## src/rtl/flash_program_controller_pkg.sv

```systemverilog
// Shared definitions for the StrataFlash program/erase controller:
// command codes, status-register bit positions, state encodings.
// Build option: FLASH_WRITE_VERIFY_EN adds a read-back VERIFY state.
package flash_program_controller_pkg;

    // Intel StrataFlash command codes (low byte of the data bus)
    localparam logic [7:0] CMD_PROGRAM    = 8'h40;
    localparam logic [7:0] CMD_ERASE      = 8'h20;
    localparam logic [7:0] CMD_CONFIRM    = 8'hD0;
    localparam logic [7:0] CMD_CLR_SR     = 8'h50;
    localparam logic [7:0] CMD_READ_ARRAY = 8'hFF;

    // Status-register bit indices
    localparam int unsigned SR_READY     = 7;
    localparam int unsigned SR_ERASE_ERR = 5;
    localparam int unsigned SR_PROG_ERR  = 4;
    localparam int unsigned SR_VPP_ERR   = 3;
    localparam int unsigned SR_LOCK_ERR  = 1;

`ifdef FLASH_WRITE_VERIFY_EN
    typedef enum logic [3:0] {
        StIdle, StWr1, StWr2, StPoll, StPollGap, StClr, StRdarr, StVerify, StDone
    } state_e;
`else
    typedef enum logic [3:0] {
        StIdle, StWr1, StWr2, StPoll, StPollGap, StClr, StRdarr, StDone
    } state_e;
`endif

    // Phases of one bus write cycle
    typedef enum logic [1:0] {
        PhIdle, PhSetup, PhPulse, PhHold
    } phase_e;

    // Any fault bit set in a completed status read
    function automatic logic sr_fault(input logic [7:0] sr);
        return sr[SR_ERASE_ERR] | sr[SR_PROG_ERR] | sr[SR_VPP_ERR] | sr[SR_LOCK_ERR];
    endfunction

endpackage

```

## src/rtl/flash_program_controller_write_cycle.sv

```systemverilog
// One flash bus write cycle: SETUP (WE high, data driven), PULSE (WE low),
// HOLD (WE high, data still driven). cyc_done pulses in the last HOLD cycle;
// a start in that same cycle chains straight into the next write's SETUP.
module flash_program_controller_write_cycle
    import flash_program_controller_pkg::*;
#(
    parameter int unsigned WIDTH   = 16,
    parameter int unsigned T_SETUP = 1,
    parameter int unsigned T_WE    = 3,
    parameter int unsigned T_HOLD  = 1
) (
    input  logic             clk,
    input  logic             reset,
    input  logic             start,
    input  logic [WIDTH-1:0] data,
    output logic             active,
    output logic             cyc_done,
    output logic             we_n,
    output logic             d_oe,
    output logic [WIDTH-1:0] d_out
);

    localparam logic [7:0] SetupLoad = 8'(T_SETUP - 1);
    localparam logic [7:0] WeLoad    = 8'(T_WE - 1);
    localparam logic [7:0] HoldLoad  = 8'(T_HOLD - 1);

    phase_e           phase_q, phase_d;
    logic [7:0]       cnt_q, cnt_d;
    logic [WIDTH-1:0] data_q, data_d;

    // Phase register, phase counter and latched write word
    always_ff @(posedge clk or posedge reset) begin
        if (reset) begin
            phase_q <= PhIdle;
            cnt_q   <= '0;
            data_q  <= '0;
        end else begin
            phase_q <= phase_d;
            cnt_q   <= cnt_d;
            data_q  <= data_d;
        end
    end

    // Phase sequencing
    always_comb begin
        phase_d  = phase_q;
        cnt_d    = cnt_q;
        data_d   = data_q;
        cyc_done = 1'b0;
        unique case (phase_q)
            PhIdle: begin
                if (start) begin
                    phase_d = PhSetup;
                    cnt_d   = SetupLoad;
                    data_d  = data;
                end
            end
            PhSetup: begin
                if (cnt_q == 8'd0) begin
                    phase_d = PhPulse;
                    cnt_d   = WeLoad;
                end else begin
                    cnt_d = cnt_q - 8'd1;
                end
            end
            PhPulse: begin
                if (cnt_q == 8'd0) begin
                    phase_d = PhHold;
                    cnt_d   = HoldLoad;
                end else begin
                    cnt_d = cnt_q - 8'd1;
                end
            end
            PhHold: begin
                if (cnt_q == 8'd0) begin
                    cyc_done = 1'b1;
                    if (start) begin
                        phase_d = PhSetup;
                        cnt_d   = SetupLoad;
                        data_d  = data;
                    end else begin
                        phase_d = PhIdle;
                    end
                end else begin
                    cnt_d = cnt_q - 8'd1;
                end
            end
            default: phase_d = PhIdle;
        endcase
    end

    assign active = (phase_q != PhIdle);
    assign we_n   = (phase_q != PhPulse);
    assign d_oe   = active;
    assign d_out  = data_q;

endmodule

```

## src/rtl/flash_program_controller.sv

```systemverilog
// StrataFlash word-program / block-erase sequencer. Issues the two command
// writes, polls the status register until ready, clears SR on a fault and
// always returns the part to read-array mode before pulsing done.
// Build option: FLASH_WRITE_VERIFY_EN reads the word back after a program
// and flags a miscompare as an error; erases never verify.
module flash_program_controller
    import flash_program_controller_pkg::*;
#(
    parameter int unsigned WIDTH    = 16,
    parameter int unsigned ROM_ADDR = 23,
    parameter int unsigned T_SETUP  = 1,
    parameter int unsigned T_WE     = 3,
    parameter int unsigned T_HOLD   = 1,
    parameter int unsigned T_OE     = 4
) (
    input  logic                clk,
    input  logic                reset,
    input  logic [ROM_ADDR-1:0] addr,
    input  logic [WIDTH-1:0]    wdata,
    input  logic                prog,
    input  logic                erase,
    output logic                busy,
    output logic                done,
    output logic                error,
    output logic [7:0]          status,
    input  logic [WIDTH-1:0]    SF_D_in,
    output logic [WIDTH-1:0]    SF_D_out,
    output logic                SF_D_oe,
    output logic [ROM_ADDR:0]   SF_A,
    output logic                SF_CE0,
    output logic                SF_OE,
    output logic                SF_WE,
    output logic                SF_BYTE
);

    localparam logic [7:0] OeLoad = 8'(T_OE - 1);

    function automatic logic [WIDTH-1:0] cmd(input logic [7:0] c);
        return {{(WIDTH - 8){1'b0}}, c};
    endfunction

    state_e              state_q, state_d;
    logic [7:0]          cnt_q, cnt_d;
    logic [ROM_ADDR-1:0] addr_q, addr_d;
    logic [WIDTH-1:0]    wdata_q, wdata_d;
    logic                is_erase_q, is_erase_d;
    logic                error_q, error_d;
    logic [7:0]          status_q, status_d;

    logic                wc_start, wc_active, wc_done, wc_we_n, wc_oe;
    logic [WIDTH-1:0]    wc_data, wc_out;
    logic                reading;

    // Sequencer state and operation context
    always_ff @(posedge clk or posedge reset) begin
        if (reset) begin
            state_q    <= StIdle;
            cnt_q      <= '0;
            addr_q     <= '0;
            wdata_q    <= '0;
            is_erase_q <= 1'b0;
            error_q    <= 1'b0;
            status_q   <= '0;
        end else begin
            state_q    <= state_d;
            cnt_q      <= cnt_d;
            addr_q     <= addr_d;
            wdata_q    <= wdata_d;
            is_erase_q <= is_erase_d;
            error_q    <= error_d;
            status_q   <= status_d;
        end
    end

    // Next-state, status sampling and write-cycle launch
    always_comb begin
        state_d    = state_q;
        cnt_d      = cnt_q;
        addr_d     = addr_q;
        wdata_d    = wdata_q;
        is_erase_d = is_erase_q;
        error_d    = error_q;
        status_d   = status_q;
        unique case (state_q)
            StIdle: begin
                // prog has priority when both requests arrive together
                if (prog || erase) begin
                    addr_d     = addr;
                    wdata_d    = wdata;
                    is_erase_d = !prog;
                    error_d    = 1'b0;
                    state_d    = StWr1;
                end
            end
            StWr1: if (wc_done) state_d = StWr2;
            StWr2: begin
                if (wc_done) begin
                    state_d = StPoll;
                    cnt_d   = OeLoad;
                end
            end
            StPoll: begin
                if (cnt_q == 8'd0) begin
                    status_d = SF_D_in[7:0];
                    if (!SF_D_in[SR_READY]) begin
                        state_d = StPollGap;
                    end else if (sr_fault(SF_D_in[7:0])) begin
                        error_d = 1'b1;
                        state_d = StClr;
                    end else begin
                        state_d = StRdarr;
                    end
                end else begin
                    cnt_d = cnt_q - 8'd1;
                end
            end
            StPollGap: begin
                state_d = StPoll;
                cnt_d   = OeLoad;
            end
            StClr: if (wc_done) state_d = StRdarr;
`ifdef FLASH_WRITE_VERIFY_EN
            StRdarr: begin
                if (wc_done) begin
                    if (is_erase_q) begin
                        state_d = StDone;
                    end else begin
                        state_d = StVerify;
                        cnt_d   = OeLoad;
                    end
                end
            end
            StVerify: begin
                if (cnt_q == 8'd0) begin
                    if (SF_D_in != wdata_q) error_d = 1'b1;
                    state_d = StDone;
                end else begin
                    cnt_d = cnt_q - 8'd1;
                end
            end
`else
            StRdarr: if (wc_done) state_d = StDone;
`endif
            StDone: state_d = StIdle;
            default: state_d = StIdle;
        endcase

        // Launch a write on the same edge the sequencer enters a write state
        wc_start = (state_d != state_q) && (state_d inside {StWr1, StWr2, StClr, StRdarr});
        case (state_d)
            StWr1:   wc_data = is_erase_d ? cmd(CMD_ERASE) : cmd(CMD_PROGRAM);
            StWr2:   wc_data = is_erase_q ? cmd(CMD_CONFIRM) : wdata_q;
            StClr:   wc_data = cmd(CMD_CLR_SR);
            StRdarr: wc_data = cmd(CMD_READ_ARRAY);
            default: wc_data = '0;
        endcase
    end

    flash_program_controller_write_cycle #(
        .WIDTH  (WIDTH),
        .T_SETUP(T_SETUP),
        .T_WE   (T_WE),
        .T_HOLD (T_HOLD)
    ) u_write_cycle (
        .clk     (clk),
        .reset   (reset),
        .start   (wc_start),
        .data    (wc_data),
        .active  (wc_active),
        .cyc_done(wc_done),
        .we_n    (wc_we_n),
        .d_oe    (wc_oe),
        .d_out   (wc_out)
    );

`ifdef FLASH_WRITE_VERIFY_EN
    assign reading = (state_q == StPoll) || (state_q == StVerify);
`else
    assign reading = (state_q == StPoll);
    logic unused_din;
    assign unused_din = ^SF_D_in[WIDTH-1:8];
`endif

    assign busy     = (state_q != StIdle);
    assign done     = (state_q == StDone);
    assign error    = error_q;
    assign status   = status_q;
    assign SF_A     = {addr_q, 1'b0};
    assign SF_CE0   = !(wc_active || reading);
    assign SF_OE    = !reading;
    assign SF_WE    = wc_we_n;
    assign SF_D_oe  = wc_oe;
    assign SF_D_out = wc_out;
    assign SF_BYTE  = 1'b1;

endmodule
```

## config.mk

```make
export PLATFORM = sky130hd
export DESIGN_NAME = flash_program_controller
export DESIGN_NICKNAME = d
export VERILOG_FILES = /design/src/rtl/flash_program_controller_pkg.sv /design/src/rtl/flash_program_controller_write_cycle.sv /design/src/rtl/flash_program_controller.sv
export SDC_FILE = /design/constraint.sdc
export NUM_CORES = 1
export LEC_CHECK = 0
export ABC_AREA = 1
export CORE_MARGIN = 8
export CORE_UTILIZATION = 30
export CTS_CLUSTER_SIZE = 12
export DETAILED_ROUTE_END_ITERATION = 6
export GPL_TIMING_DRIVEN = 0
export HOLD_SLACK_MARGIN = 0.08
export PLACE_DENSITY = 0.62
export RECOVER_POWER = 50
export SLEW_MARGIN = 20
export SYNTH_ARGS = -nofsm -noshare
export SYNTH_HDL_FRONTEND = slang
export SYNTH_SLANG_ARGS = --single-unit
```

## constraint.sdc

```tcl
create_clock -name clk -period 4.1 [get_ports clk]
set_input_delay 0.41 -clock clk [delete_from_list [all_inputs] [get_ports clk]]
set_output_delay 0.41 -clock clk [all_outputs]
set_load 0.01 [all_outputs]
```

==> results.json <==
{
  "ys_seq_elements": 87,
  "worst_hold_path_type": "reg2reg",
  "critical-path-slowest-cell": "sky130_fd_sc_hd__dfrtp_1",
  "diodes": 0,
  "finalMaxSlewViolations": 39,
  "groute.usage.overall_pct": 12.1,
  "post_cts_sizing_count": 0,
  "power-per-cell-area_nw_per_um2": 608,
  "route.antenna.remaining_nets": 0,
  "timing.reg2reg.worst_path_depth": 14,
  "timing.final.setup_violations": 0,
  "dr_total_vias": 3510,
  "list_of_cells_traversed_by_the_critical_path": "nor2_1 > nand3_1 > clkinvlp_2 > nand3_1 > nand3_2 > nor2_1 > nand2_2 > nand2_2 > nand2_4 > inv_4 > nand2_4 > buf_6 > nand2_1 > o21ai_2",
  "p_leak_uw": 0.00276,
  "critical-path-max-stage-delay_ns": 0.44,
  "post_synth_fa_ha_maj_area_fraction_pct": 2.11,
  "grt_first_pass_wirelength_mm": 17.4,
  "die_y_um": 133,
  "timing_worst_setup_path_type": "reg2reg",
  "critPathCaptureType": "flip-flop",
  "yosysWarnings": 0,
  "cts_num_sinks": 87,
  "dr.first_iter.drc_count": 178,
  "tritoncts_clock_tree": "yes",
  "final_core_util_pct": 41.6,
  "placement_rows": 43,
  "multi_input_area_sq_um": 1700,
  "fin_worst_hold_slack_ns": 0.476,
  "post_cts_repair_timing_setup_buffer_count": 0,
  "start_util_pct": 30.3,
  "worst_r2r_src": "state_q[3]$_DFF_PP0_",
  "synth-simple-area-share_pct": 30.0,
  "core_area_sq_um": 13700,
  "synth-xor-area-share_pct": 1.48,
  "area.sequential_sq_um": 2180,
  "fin_setup_tns_ns": 0,
  "setup.reg_to_reg.worst_slack_ns": 1.51,
  "drc": 0,
  "insertion_delay_ns": 0.34,
  "first_global_vias": 3678,
  "worstPathArrival_ns": 2.81,
  "routed_wirelength_mm": 10.4,
  "power_uw": 3460,
  "design.portCount": 115,
  "synth_top_family_by_area": "simple AND/OR/NAND/NOR gates",
  "wl_per_cell_um": 13.2,
  "drt-vias-per-instance": 4.44,
  "gp_congestion": 0.768,
  "dr.pass1.iters": 4,
  "worst_setup_path_endpoint": "u_write_cycle.d_out[5]$_DFFE_PP0P_",
  "post_syn_instances": 489,
  "r2r_end": "u_write_cycle.d_out[5]$_DFFE_PP0P_",
  "die_w_um": 133,
  "overflow": 0,
  "period_share_pct": 63.1,
  "dp.final_hpwl_mm": 7.93,
  "complex_gate_fraction_of_the_synthesized_area_pct": 8.01,
  "vdd_ir_drop_max_mv": 0.341,
  "yosysUniqueCellTypes": 33,
  "clock_path_buffers": 2,
  "failed_checks": "capacitance limit, slew limit",
  "hold_buffers": 0,
  "maximum_number_of_pins_on_one_net_before_global_route_repair": 50,
  "max_cap_violations": 1,
  "finish.net_count": 672,
  "max-slew-margin-rel_pct": -20.8,
  "layout-drive-gt1-share_pct": 11.1,
  "start_kind": "flip-flop",
  "post_synth_mux_area_share_pct": 0,
  "crit_required_ns": 4.33,
  "worst-path-max-fanout": 10,
  "clk_transition_reported_paths_ns": 0.06,
  "post-route-min-period_ns": 2.59,
  "run_status": "finished, violations left",
  "unrepaired_setup_endpoints_after_global_routing": "false",
  "synth-seq-area-share_pct": 52.6,
  "hold_viol_final": 0,
  "worst_slack_ns": 1.51,
  "tritoncts.num_buffers": 9,
  "tightestPinTransition_ns": 1.80,
  "syn_area_sq_um": 4140,
  "cts_root_buf": "sky130_fd_sc_hd__clkbuf_16",
  "critical_path.startpoint": "state_q[3]$_DFF_PP0_",
  "syn-mean-instance-area_sq_um": 8.47,
  "place_ws_ns": 1.67,
  "synthToLayoutAreaGrowth_pct": 37.4,
  "design.die.area_sq_um": 17800,
  "timing.fmax_mhz": 387,
  "nFillCells": 1447,
  "h_tree_level_count": 3,
  "grt_antenna_before_repair": 0,
  "port_buffer_cells": 104,
  "final.setup_skew_ns": 0.00640
}
## through the flow
| step | cells | instance area (sq um) |
|---|---|---|
| 6_report | 791 | 5690 |
| 4_1_cts | 791 | 5730 |
| 5_1_grt | 791 | 5690 |
| 3_3_place_gp | 774 | 5410 |
| 2_1_floorplan | 490 | 4150 |
| 3_5_place_dp | 775 | 5440 |
## metal layers
layer  vias to the layer above  GRT usage, %  routed length (um)
met4                         0          3.62                  95
met5                         -             0                   0
met1                      1647          12.9                4380
met2                        95          20.4                5000
li1                       1759             -                   -
met3                         9          6.29                 927
## worst max-delay path, delay by kind of cell (launching register included)
kind                   cells  cell delay (ns)
flip-flops                 1             0.44
AO/OA/AOI/OAI              1             0.05
AND/OR/NAND/NOR           10             1.41
buffers and inverters      3             0.57
## cells in the final DEF, fill, tap and decap left out, types with 4 or more instances in the layout
cell,netlist,routed
sky130_fd_sc_hd__o22ai_1,5,5
sky130_fd_sc_hd__o21ai_0,18,18
sky130_fd_sc_hd__clkbuf_1,8,8
sky130_fd_sc_hd__a31oi_1,4,4
sky130_fd_sc_hd__a21oi_1,7,7
sky130_fd_sc_hd__xor2_1,5,5
sky130_fd_sc_hd__inv_1,31,31
sky130_fd_sc_hd__nand2_1,196,198
sky130_fd_sc_hd__clkdlybuf4s50_1,0,91
sky130_fd_sc_hd__nor2_2,4,4
sky130_fd_sc_hd__dfrtp_1,87,87
sky130_fd_sc_hd__clkbuf_16,0,9
sky130_fd_sc_hd__nand2_2,16,14
sky130_fd_sc_hd__dlygate4sd3_1,0,13
sky130_fd_sc_hd__nor2_1,32,34
sky130_fd_sc_hd__nand3_1,17,19
sky130_fd_sc_hd__ha_1,7,7
sky130_fd_sc_hd__o21ai_2,14,14
sky130_fd_sc_hd__buf_6,4,4
sky130_fd_sc_hd__nor3_1,5,5
## synth_stat cells (all sizes together)
library cell | number | area [sq um]
xnor2 | 2 | 17.5
nor2 | 40 | 190
nand3 | 21 | 133
inv | 34 | 130
buf | 7 | 63.8
o21bai | 2 | 15.0
o31ai | 1 | 7.51
clkbuf | 8 | 30.0
and3 | 1 | 6.26
xor2 | 5 | 43.8
dfrtp | 87 | 2180
ha | 7 | 87.6
a21oi | 7 | 35.0
a31oi | 4 | 25.0
o21ai | 33 | 218
clkinv | 1 | 8.76
o22ai | 5 | 31.3
nor3 | 7 | 45.0
nand2 | 215 | 870
conb | 2 | 7.51
## cell type report
| type | count | area share, % |
|---|---|---|
| plain buffers | 15 | 1.65 |
| clock buffers | 11 | 4.44 |
| clock inverters | 5 | 0.703 |
| inverters | 35 | 2.40 |
| multi-input cells | 353 | 29.8 |
| flip-flops and latches | 87 | 38.3 |
| well taps | 180 | 3.96 |
| repair buffers | 105 | 18.8 |
## state kept, by name, indices dropped and copies added, names as in the netlist
name                   cells
error                      1
addr_q                    23
state_q                    4
status                     8
u_write_cycle.phase_q      2
cnt_q                      8
is_erase_q                 1
u_write_cycle.d_out       16
wdata_q                   16
u_write_cycle.cnt_q        8
## cells by family after synthesis
logic type      after synthesis
compound gates               52
xor+xnor                      7
fa+ha+maj                     7
buf+inv                      50
flops                        87
other cells                   2
simple gates                284
## where the power goes
| group | internal [uW] | switching [uW] |
|---|---|---|
| registers | 1130 | 179 |
| logic | 598 | 760 |
| clock network | 448 | 345 |
| total | 2180 | 1280 |
## worst min path at each step
stage / startpoint / to / slack (ns) / depth (start not counted)
floorplan: wdata_q[6]$_DFFE_PP0P_ / wdata_q[6]$_DFFE_PP0P_ / 0.44 / 2
global placement: addr_q[7]$_DFFE_PP0P_ / addr_q[7]$_DFFE_PP0P_ / 0.46 / 2
detailed placement: wdata_q[7]$_DFFE_PP0P_ / wdata_q[7]$_DFFE_PP0P_ / 0.46 / 2
CTS: reset / addr_q[19]$_DFFE_PP0P_ / 0.48 / 2
global route: wdata_q[9]$_DFFE_PP0P_ / wdata_q[9]$_DFFE_PP0P_ / 0.50 / 2
finish: wdata_q[7]$_DFFE_PP0P_ / wdata_q[7]$_DFFE_PP0P_ / 0.48 / 2
Power figures use the tool's default switching activity.
